[config.mk]
export PLATFORM = sky130hd
export DESIGN_NAME = pipeline_stage_regs
export DESIGN_NICKNAME = d
export VERILOG_FILES = /design/src/rtl/pipeline_stage_regs_pkg.sv /design/src/rtl/pipe_field_reg.sv /design/src/rtl/pipeline_stage_regs.sv
export SDC_FILE = /design/constraint.sdc
export NUM_CORES = 1
export LEC_CHECK = 0
export ABC_AREA = 1
export CORE_AREA = 5 5 659 661
export DETAILED_ROUTE_END_ITERATION = 10
export DIE_AREA = 0 0 664 666
export HOLD_SLACK_MARGIN = 0.12
export PLACE_DENSITY = 0.3
export SYNTH_ARGS = -nofsm -noshare
export SYNTH_HDL_FRONTEND = slang
export SYNTH_SLANG_ARGS = --single-unit
[constraint.sdc]
create_clock -name clk -period 2.5 [get_ports clk]
set_input_delay 0.625 -clock clk [delete_from_list [all_inputs] [get_ports clk]]
set_output_delay 0.625 -clock clk [all_outputs]
set_load 0.02 [all_outputs]
[src/rtl/pipeline_stage_regs_pkg.sv]
// pipeline_stage_regs_pkg: shared widths and reset constants for the forward pipeline registers.
// Rev 1.0
`default_nettype none

package pipeline_stage_regs_pkg;
  localparam int XLEN   = 64;
  localparam int ILEN   = 32;
  localparam int REG_AW = 5;
  localparam int ALUC_W = 4;
  localparam int MEMT_W = 3;
  localparam int RSLT_W = 3;
  localparam logic [ILEN-1:0] NOP_INSTR = 32'h0000_0013;
endpackage

`default_nettype wire

[src/rtl/pipe_field_reg.sv]
// pipe_field_reg: one pipeline field register; priority is reset > clr > en.
// Rev 1.0
`default_nettype none

module pipe_field_reg #(
  parameter int               WIDTH   = 1,
  parameter logic [WIDTH-1:0] RST_VAL = '0
) (
  input  logic             clk,
  input  logic             reset,
  input  logic             en,
  input  logic             clr,
  input  logic [WIDTH-1:0] i_d,
  output logic [WIDTH-1:0] o_q
);
  logic [WIDTH-1:0] r_q;

  // clr reuses the reset value so a flushed stage looks exactly like a reset one
  always_ff @(posedge clk) begin
    if (!reset)     r_q <= RST_VAL;
    else if (clr)   r_q <= RST_VAL;
    else if (en)    r_q <= i_d;
  end

  assign o_q = r_q;
endmodule

`default_nettype wire

[src/rtl/pipeline_stage_regs.sv]
// pipeline_stage_regs: IF/ID, ID/EX and EX/MEM registers of the RV64 core.
// Optional hazard controls (stall_d, flush_d, flush_e) under macro PIPE_HAZARD_CTRL_EN. Rev 1.0
`default_nettype none

module pipeline_stage_regs
  import pipeline_stage_regs_pkg::*;
(
  input  logic              clk,
  input  logic              reset,
`ifdef PIPE_HAZARD_CTRL_EN
  input  logic              stall_d,
  input  logic              flush_d,
  input  logic              flush_e,
`endif
  input  logic [ILEN-1:0]   f_instr,
  input  logic [XLEN-1:0]   f_pc,
  input  logic [XLEN-1:0]   f_pc4,
  output logic [ILEN-1:0]   d_instr,
  output logic [XLEN-1:0]   d_pc,
  output logic [XLEN-1:0]   d_pc4,
  input  logic [2:0]        d_funct3,
  input  logic              d_alusrc,
  input  logic              d_alu32,
  input  logic              d_jal,
  input  logic              d_jalr,
  input  logic              d_branch,
  input  logic              d_memwrite,
  input  logic              d_regwrite,
  input  logic [ALUC_W-1:0] d_aluctrl,
  input  logic [MEMT_W-1:0] d_memtype,
  input  logic [RSLT_W-1:0] d_rsltsrc,
  input  logic [XLEN-1:0]   d_rd1,
  input  logic [XLEN-1:0]   d_rd2,
  input  logic [XLEN-1:0]   d_imm,
  input  logic [XLEN-1:0]   d_pcx,
  input  logic [XLEN-1:0]   d_pc4x,
  input  logic [REG_AW-1:0] d_rs1,
  input  logic [REG_AW-1:0] d_rs2,
  input  logic [REG_AW-1:0] d_rd,
  output logic [2:0]        e_funct3,
  output logic              e_alusrc,
  output logic              e_alu32,
  output logic              e_jal,
  output logic              e_jalr,
  output logic              e_branch,
  output logic              e_memwrite,
  output logic              e_regwrite,
  output logic [ALUC_W-1:0] e_aluctrl,
  output logic [MEMT_W-1:0] e_memtype,
  output logic [RSLT_W-1:0] e_rsltsrc,
  output logic [XLEN-1:0]   e_rd1,
  output logic [XLEN-1:0]   e_rd2,
  output logic [XLEN-1:0]   e_imm,
  output logic [XLEN-1:0]   e_pc,
  output logic [XLEN-1:0]   e_pc4,
  output logic [REG_AW-1:0] e_rs1,
  output logic [REG_AW-1:0] e_rs2,
  output logic [REG_AW-1:0] e_rd,
  input  logic              e_memwrite_i,
  input  logic              e_regwrite_i,
  input  logic [MEMT_W-1:0] e_memtype_i,
  input  logic [RSLT_W-1:0] e_rsltsrc_i,
  input  logic [XLEN-1:0]   e_alures,
  input  logic [XLEN-1:0]   e_wdata,
  input  logic [XLEN-1:0]   e_pctarget,
  input  logic [XLEN-1:0]   e_imm_i,
  input  logic [XLEN-1:0]   e_pc4_i,
  input  logic [REG_AW-1:0] e_rd_i,
  output logic              m_memwrite,
  output logic              m_regwrite,
  output logic [MEMT_W-1:0] m_memtype,
  output logic [RSLT_W-1:0] m_rsltsrc,
  output logic [XLEN-1:0]   m_alures,
  output logic [XLEN-1:0]   m_wdata,
  output logic [XLEN-1:0]   m_pctarget,
  output logic [XLEN-1:0]   m_imm,
  output logic [XLEN-1:0]   m_pc4,
  output logic [REG_AW-1:0] m_rd
);
  logic w_d_en;
  logic w_d_clr;
  logic w_e_clr;

`ifdef PIPE_HAZARD_CTRL_EN
  assign w_d_en  = ~stall_d;
  assign w_d_clr = flush_d;
  assign w_e_clr = flush_e;
`else
  assign w_d_en  = 1'b1;
  assign w_d_clr = 1'b0;
  assign w_e_clr = 1'b0;
`endif

  // IF/ID: the instruction field resets to a NOP, everything else to zero
  pipe_field_reg #(.WIDTH(ILEN), .RST_VAL(NOP_INSTR)) u_d_instr (.clk, .reset, .en(w_d_en), .clr(w_d_clr), .i_d(f_instr), .o_q(d_instr));
  pipe_field_reg #(.WIDTH(XLEN)) u_d_pc  (.clk, .reset, .en(w_d_en), .clr(w_d_clr), .i_d(f_pc),  .o_q(d_pc));
  pipe_field_reg #(.WIDTH(XLEN)) u_d_pc4 (.clk, .reset, .en(w_d_en), .clr(w_d_clr), .i_d(f_pc4), .o_q(d_pc4));

  // ID/EX: never stalled, only flushed to a bubble
  pipe_field_reg #(.WIDTH(3))      u_e_funct3   (.clk, .reset, .en(1'b1), .clr(w_e_clr), .i_d(d_funct3),   .o_q(e_funct3));
  pipe_field_reg #(.WIDTH(1))      u_e_alusrc   (.clk, .reset, .en(1'b1), .clr(w_e_clr), .i_d(d_alusrc),   .o_q(e_alusrc));
  pipe_field_reg #(.WIDTH(1))      u_e_alu32    (.clk, .reset, .en(1'b1), .clr(w_e_clr), .i_d(d_alu32),    .o_q(e_alu32));
  pipe_field_reg #(.WIDTH(1))      u_e_jal      (.clk, .reset, .en(1'b1), .clr(w_e_clr), .i_d(d_jal),      .o_q(e_jal));
  pipe_field_reg #(.WIDTH(1))      u_e_jalr     (.clk, .reset, .en(1'b1), .clr(w_e_clr), .i_d(d_jalr),     .o_q(e_jalr));
  pipe_field_reg #(.WIDTH(1))      u_e_branch   (.clk, .reset, .en(1'b1), .clr(w_e_clr), .i_d(d_branch),   .o_q(e_branch));
  pipe_field_reg #(.WIDTH(1))      u_e_memwrite (.clk, .reset, .en(1'b1), .clr(w_e_clr), .i_d(d_memwrite), .o_q(e_memwrite));
  pipe_field_reg #(.WIDTH(1))      u_e_regwrite (.clk, .reset, .en(1'b1), .clr(w_e_clr), .i_d(d_regwrite), .o_q(e_regwrite));
  pipe_field_reg #(.WIDTH(ALUC_W)) u_e_aluctrl  (.clk, .reset, .en(1'b1), .clr(w_e_clr), .i_d(d_aluctrl),  .o_q(e_aluctrl));
  pipe_field_reg #(.WIDTH(MEMT_W)) u_e_memtype  (.clk, .reset, .en(1'b1), .clr(w_e_clr), .i_d(d_memtype),  .o_q(e_memtype));
  pipe_field_reg #(.WIDTH(RSLT_W)) u_e_rsltsrc  (.clk, .reset, .en(1'b1), .clr(w_e_clr), .i_d(d_rsltsrc),  .o_q(e_rsltsrc));
  pipe_field_reg #(.WIDTH(XLEN))   u_e_rd1      (.clk, .reset, .en(1'b1), .clr(w_e_clr), .i_d(d_rd1),      .o_q(e_rd1));
  pipe_field_reg #(.WIDTH(XLEN))   u_e_rd2      (.clk, .reset, .en(1'b1), .clr(w_e_clr), .i_d(d_rd2),      .o_q(e_rd2));
  pipe_field_reg #(.WIDTH(XLEN))   u_e_imm      (.clk, .reset, .en(1'b1), .clr(w_e_clr), .i_d(d_imm),      .o_q(e_imm));
  pipe_field_reg #(.WIDTH(XLEN))   u_e_pc       (.clk, .reset, .en(1'b1), .clr(w_e_clr), .i_d(d_pcx),      .o_q(e_pc));
  pipe_field_reg #(.WIDTH(XLEN))   u_e_pc4      (.clk, .reset, .en(1'b1), .clr(w_e_clr), .i_d(d_pc4x),     .o_q(e_pc4));
  pipe_field_reg #(.WIDTH(REG_AW)) u_e_rs1      (.clk, .reset, .en(1'b1), .clr(w_e_clr), .i_d(d_rs1),      .o_q(e_rs1));
  pipe_field_reg #(.WIDTH(REG_AW)) u_e_rs2      (.clk, .reset, .en(1'b1), .clr(w_e_clr), .i_d(d_rs2),      .o_q(e_rs2));
  pipe_field_reg #(.WIDTH(REG_AW)) u_e_rd       (.clk, .reset, .en(1'b1), .clr(w_e_clr), .i_d(d_rd),       .o_q(e_rd));

  // EX/MEM: hazard controls do not reach this stage
  pipe_field_reg #(.WIDTH(1))      u_m_memwrite (.clk, .reset, .en(1'b1), .clr(1'b0), .i_d(e_memwrite_i), .o_q(m_memwrite));
  pipe_field_reg #(.WIDTH(1))      u_m_regwrite (.clk, .reset, .en(1'b1), .clr(1'b0), .i_d(e_regwrite_i), .o_q(m_regwrite));
  pipe_field_reg #(.WIDTH(MEMT_W)) u_m_memtype  (.clk, .reset, .en(1'b1), .clr(1'b0), .i_d(e_memtype_i),  .o_q(m_memtype));
  pipe_field_reg #(.WIDTH(RSLT_W)) u_m_rsltsrc  (.clk, .reset, .en(1'b1), .clr(1'b0), .i_d(e_rsltsrc_i),  .o_q(m_rsltsrc));
  pipe_field_reg #(.WIDTH(XLEN))   u_m_alures   (.clk, .reset, .en(1'b1), .clr(1'b0), .i_d(e_alures),     .o_q(m_alures));
  pipe_field_reg #(.WIDTH(XLEN))   u_m_wdata    (.clk, .reset, .en(1'b1), .clr(1'b0), .i_d(e_wdata),      .o_q(m_wdata));
  pipe_field_reg #(.WIDTH(XLEN))   u_m_pctarget (.clk, .reset, .en(1'b1), .clr(1'b0), .i_d(e_pctarget),   .o_q(m_pctarget));
  pipe_field_reg #(.WIDTH(XLEN))   u_m_imm      (.clk, .reset, .en(1'b1), .clr(1'b0), .i_d(e_imm_i),      .o_q(m_imm));
  pipe_field_reg #(.WIDTH(XLEN))   u_m_pc4      (.clk, .reset, .en(1'b1), .clr(1'b0), .i_d(e_pc4_i),      .o_q(m_pc4));
  pipe_field_reg #(.WIDTH(REG_AW)) u_m_rd       (.clk, .reset, .en(1'b1), .clr(1'b0), .i_d(e_rd_i),       .o_q(m_rd));
endmodule

`default_nettype wire

==> impl_metrics.toml <==
[grt]
grt_first_pass_wirelength_mm = 329.1
grt_max_degree = 64
antenna_found_initial = 290
grt-ovfl-total = 0
grt_pass1_vias = 25040
track_usage = 0.1179

[pwr]
leakage_nw = 26.28
p_clk_frac = 0.494
p_sw_mw = 11.35
power_frac_comb = 0.135
p_int_mw = 28.02
p_seq_frac = 0.371
power_mw = 39.37
powerDensity_nw_per_um2 = 761.2
switching_share = 0.2883
vdd_drop_max_v = 0.0004767

[yosys]
synth_top_area_frac = 0.6967
ys_seq_area_frac = 0.6967
synth_ff_type = "dfxtp_1"
synth.avg_cell_area_um2 = 9.236
yosys_warnings = 0
synth_area_leaders = "dfxtp_1, inv_1, nand2_1"
synth_top_area_cell = "dfxtp_1"
ys_async_sr_fraction = 0
yosys_register_bits = 848
syn_area_um2 = 24370
synth-edff-count = 0
syn-instance-count = 2638
synthTopCellsByCount = "dfxtp_1, inv_1, nand2_1"
yosysUniqueCellTypes = 6
syn_nets = 3488

[place]
port_buffers = 1697
gp_congestion = 0.9606
pre_cts_ws_ps = 132.8
dp_hpwl_mm = 244.4

[layout]
layout-drive-gt1-share = 0.08285
final_net_count = 5278
syn_to_final_growth_pct = 112.3
n_fill_cell = 49370
post-route-util = 0.1207

[clocking]
cts_buffers = 135
postCtsSetupBuffers = 0
clock-sinks = 848
cts.clk_slew.worst_paths_ps = 60
cts_max_path_buffers = 4
cts-root-buf = "clkbuf_16"
cts_tree = "yes"
cts_htree_levels = 4

[critical_path]
critical_path.max_stage_delay_ps = 550
crit_path_end_kind = "output port"
start_kind = "flop"
timing.critical_path.buf_inv = 1
cpLargestDelayFamily = "flip-flops"
arrival_ps = 1790
cp_slowest_cell = "dfxtp_1"
worstPathRequired_ps = 1880
crit_chain = "clkdlybuf4s15_1"
crit_fanout = 1
critPathKind = "flop to output port"

[sta]
post-route-min-period_ps = 2417
relSlewSlack = 0.6053
tightest_slew_ps = 594.4
timing.fmax_mhz = 413.8
setup_viol = 0
period_share = 0.9667
drv_slew = 0
fin_ws_ps = 83.21
hold_viol_final = 0
fin_setup_tns_ps = 0

[drt]
first_iter_violations = 1102
ant_nets = 0
wl_per_cell_um = 26.47
drc = 0
dr.pass1.iters = 5
wl_mm = 272.7
vias = 24040
avgViaCountPerCell = 2.334

[worst_hold_path]
hold_path.class = "input port to flop"

[run_status]
status = "complete, no violations"

[die]
start_util = 0.05686
dieWidth_um = 664
pin_count = 1698
num_rows = 241
core_um2 = 428500
die_area_um2 = 442200
die_h_um = 666

[flow_run]
cap_viol_max_count = 0
-- timing repair --
item	4_1_cts	5_1_grt
gates resized for setup	629	2
endpoints found under the hold margin	1	0
gates cloned	0	0
setup endpoints to repair	576	2
hold buffers	1	0
-- routing by layer --
layer  up-vias  global-route usage  part of all wire
met1     11070              0.1193              0.35
met3       603             0.07805              0.14
li1      10800                   -                 -
met4        44             0.02523             0.027
met5         -                   0            0.0011
met2      1528              0.2018              0.48
-- cell usage in the layout, fill, tap and decap left out, types with 3 or more instances in the layout --
cell type / n
clkbuf_16: 135
clkinv_8: 4
bufinv_16: 9
clkbuf_1: 21
clkinv_2: 18
clkdlybuf4s15_1: 5
clkbuf_8: 18
clkinv_4: 4
dfxtp_2: 11
inv_6: 9
clkdlybuf4s15_2: 17
inv_1: 848
dfxtp_1: 837
diode_2: 66
dlygate4sd2_1: 553
clkdlybuf4s50_1: 1036
buf_4: 119
buf_12: 12
nand2_1: 848
clkinvlp_4: 14
inv_16: 3
-- power by group through the flow --
stage	Combinational (mW)	Sequential (mW)	Clock, mW
floorplan	0.757	15.7	0
global placement	5.80	14.9	0
detailed placement	5.76	14.9	0
CTS	5.46	14.6	20.6
global route	5.64	14.7	21.0
finish	5.31	14.6	19.5
-- cells by family (layout without fill, tap and decap cells) --
kind of cell | after synthesis | after routing | share of synthesized area
buffers and inverters | 942 | 2830 | 0.1726
DFF | 848 | 848 | 0.6967
and+or+nand+nor | 848 | 848 | 0.1306
other | 0 | 66 | 0
-- path summary, 6_finish.rpt --
kind	to	start	cells after the start
max	m_pctarget[39]	u_m_pctarget.o_q[39]$_SDFF_PN0_	1
min	u_e_aluctrl.o_q[1]$_SDFF_PN0_	d_aluctrl[1]	3
-- final cells by class --
class | count | area [um^2] | area share
well taps | 5710 | 7144 | 0.1381
inverters | 848 | 3183 | 0.06154
diodes | 66 | 165.2 | 0.003193
clock inverters | 61 | 704.4 | 0.01362
multi-input cells | 848 | 3183 | 0.06154
clock buffers | 174 | 3705 | 0.07163
flip-flops and latches | 848 | 16990 | 0.3285
repair buffers | 1747 | 16650 | 0.3219
-- metrics by stage --
step	cell area [um^2]	hold slack, ps	instances
6_report	51720	313.7	10300
5_1_grt	51620	221.7	10260
4_1_cts	51550	171.5	10240
3_5_place_dp	47790	1026	10000
3_3_place_gp	47790	1034	10000
2_1_floorplan	24370	709.8	2638
Note: power is estimated with default switching activity, not from simulation.
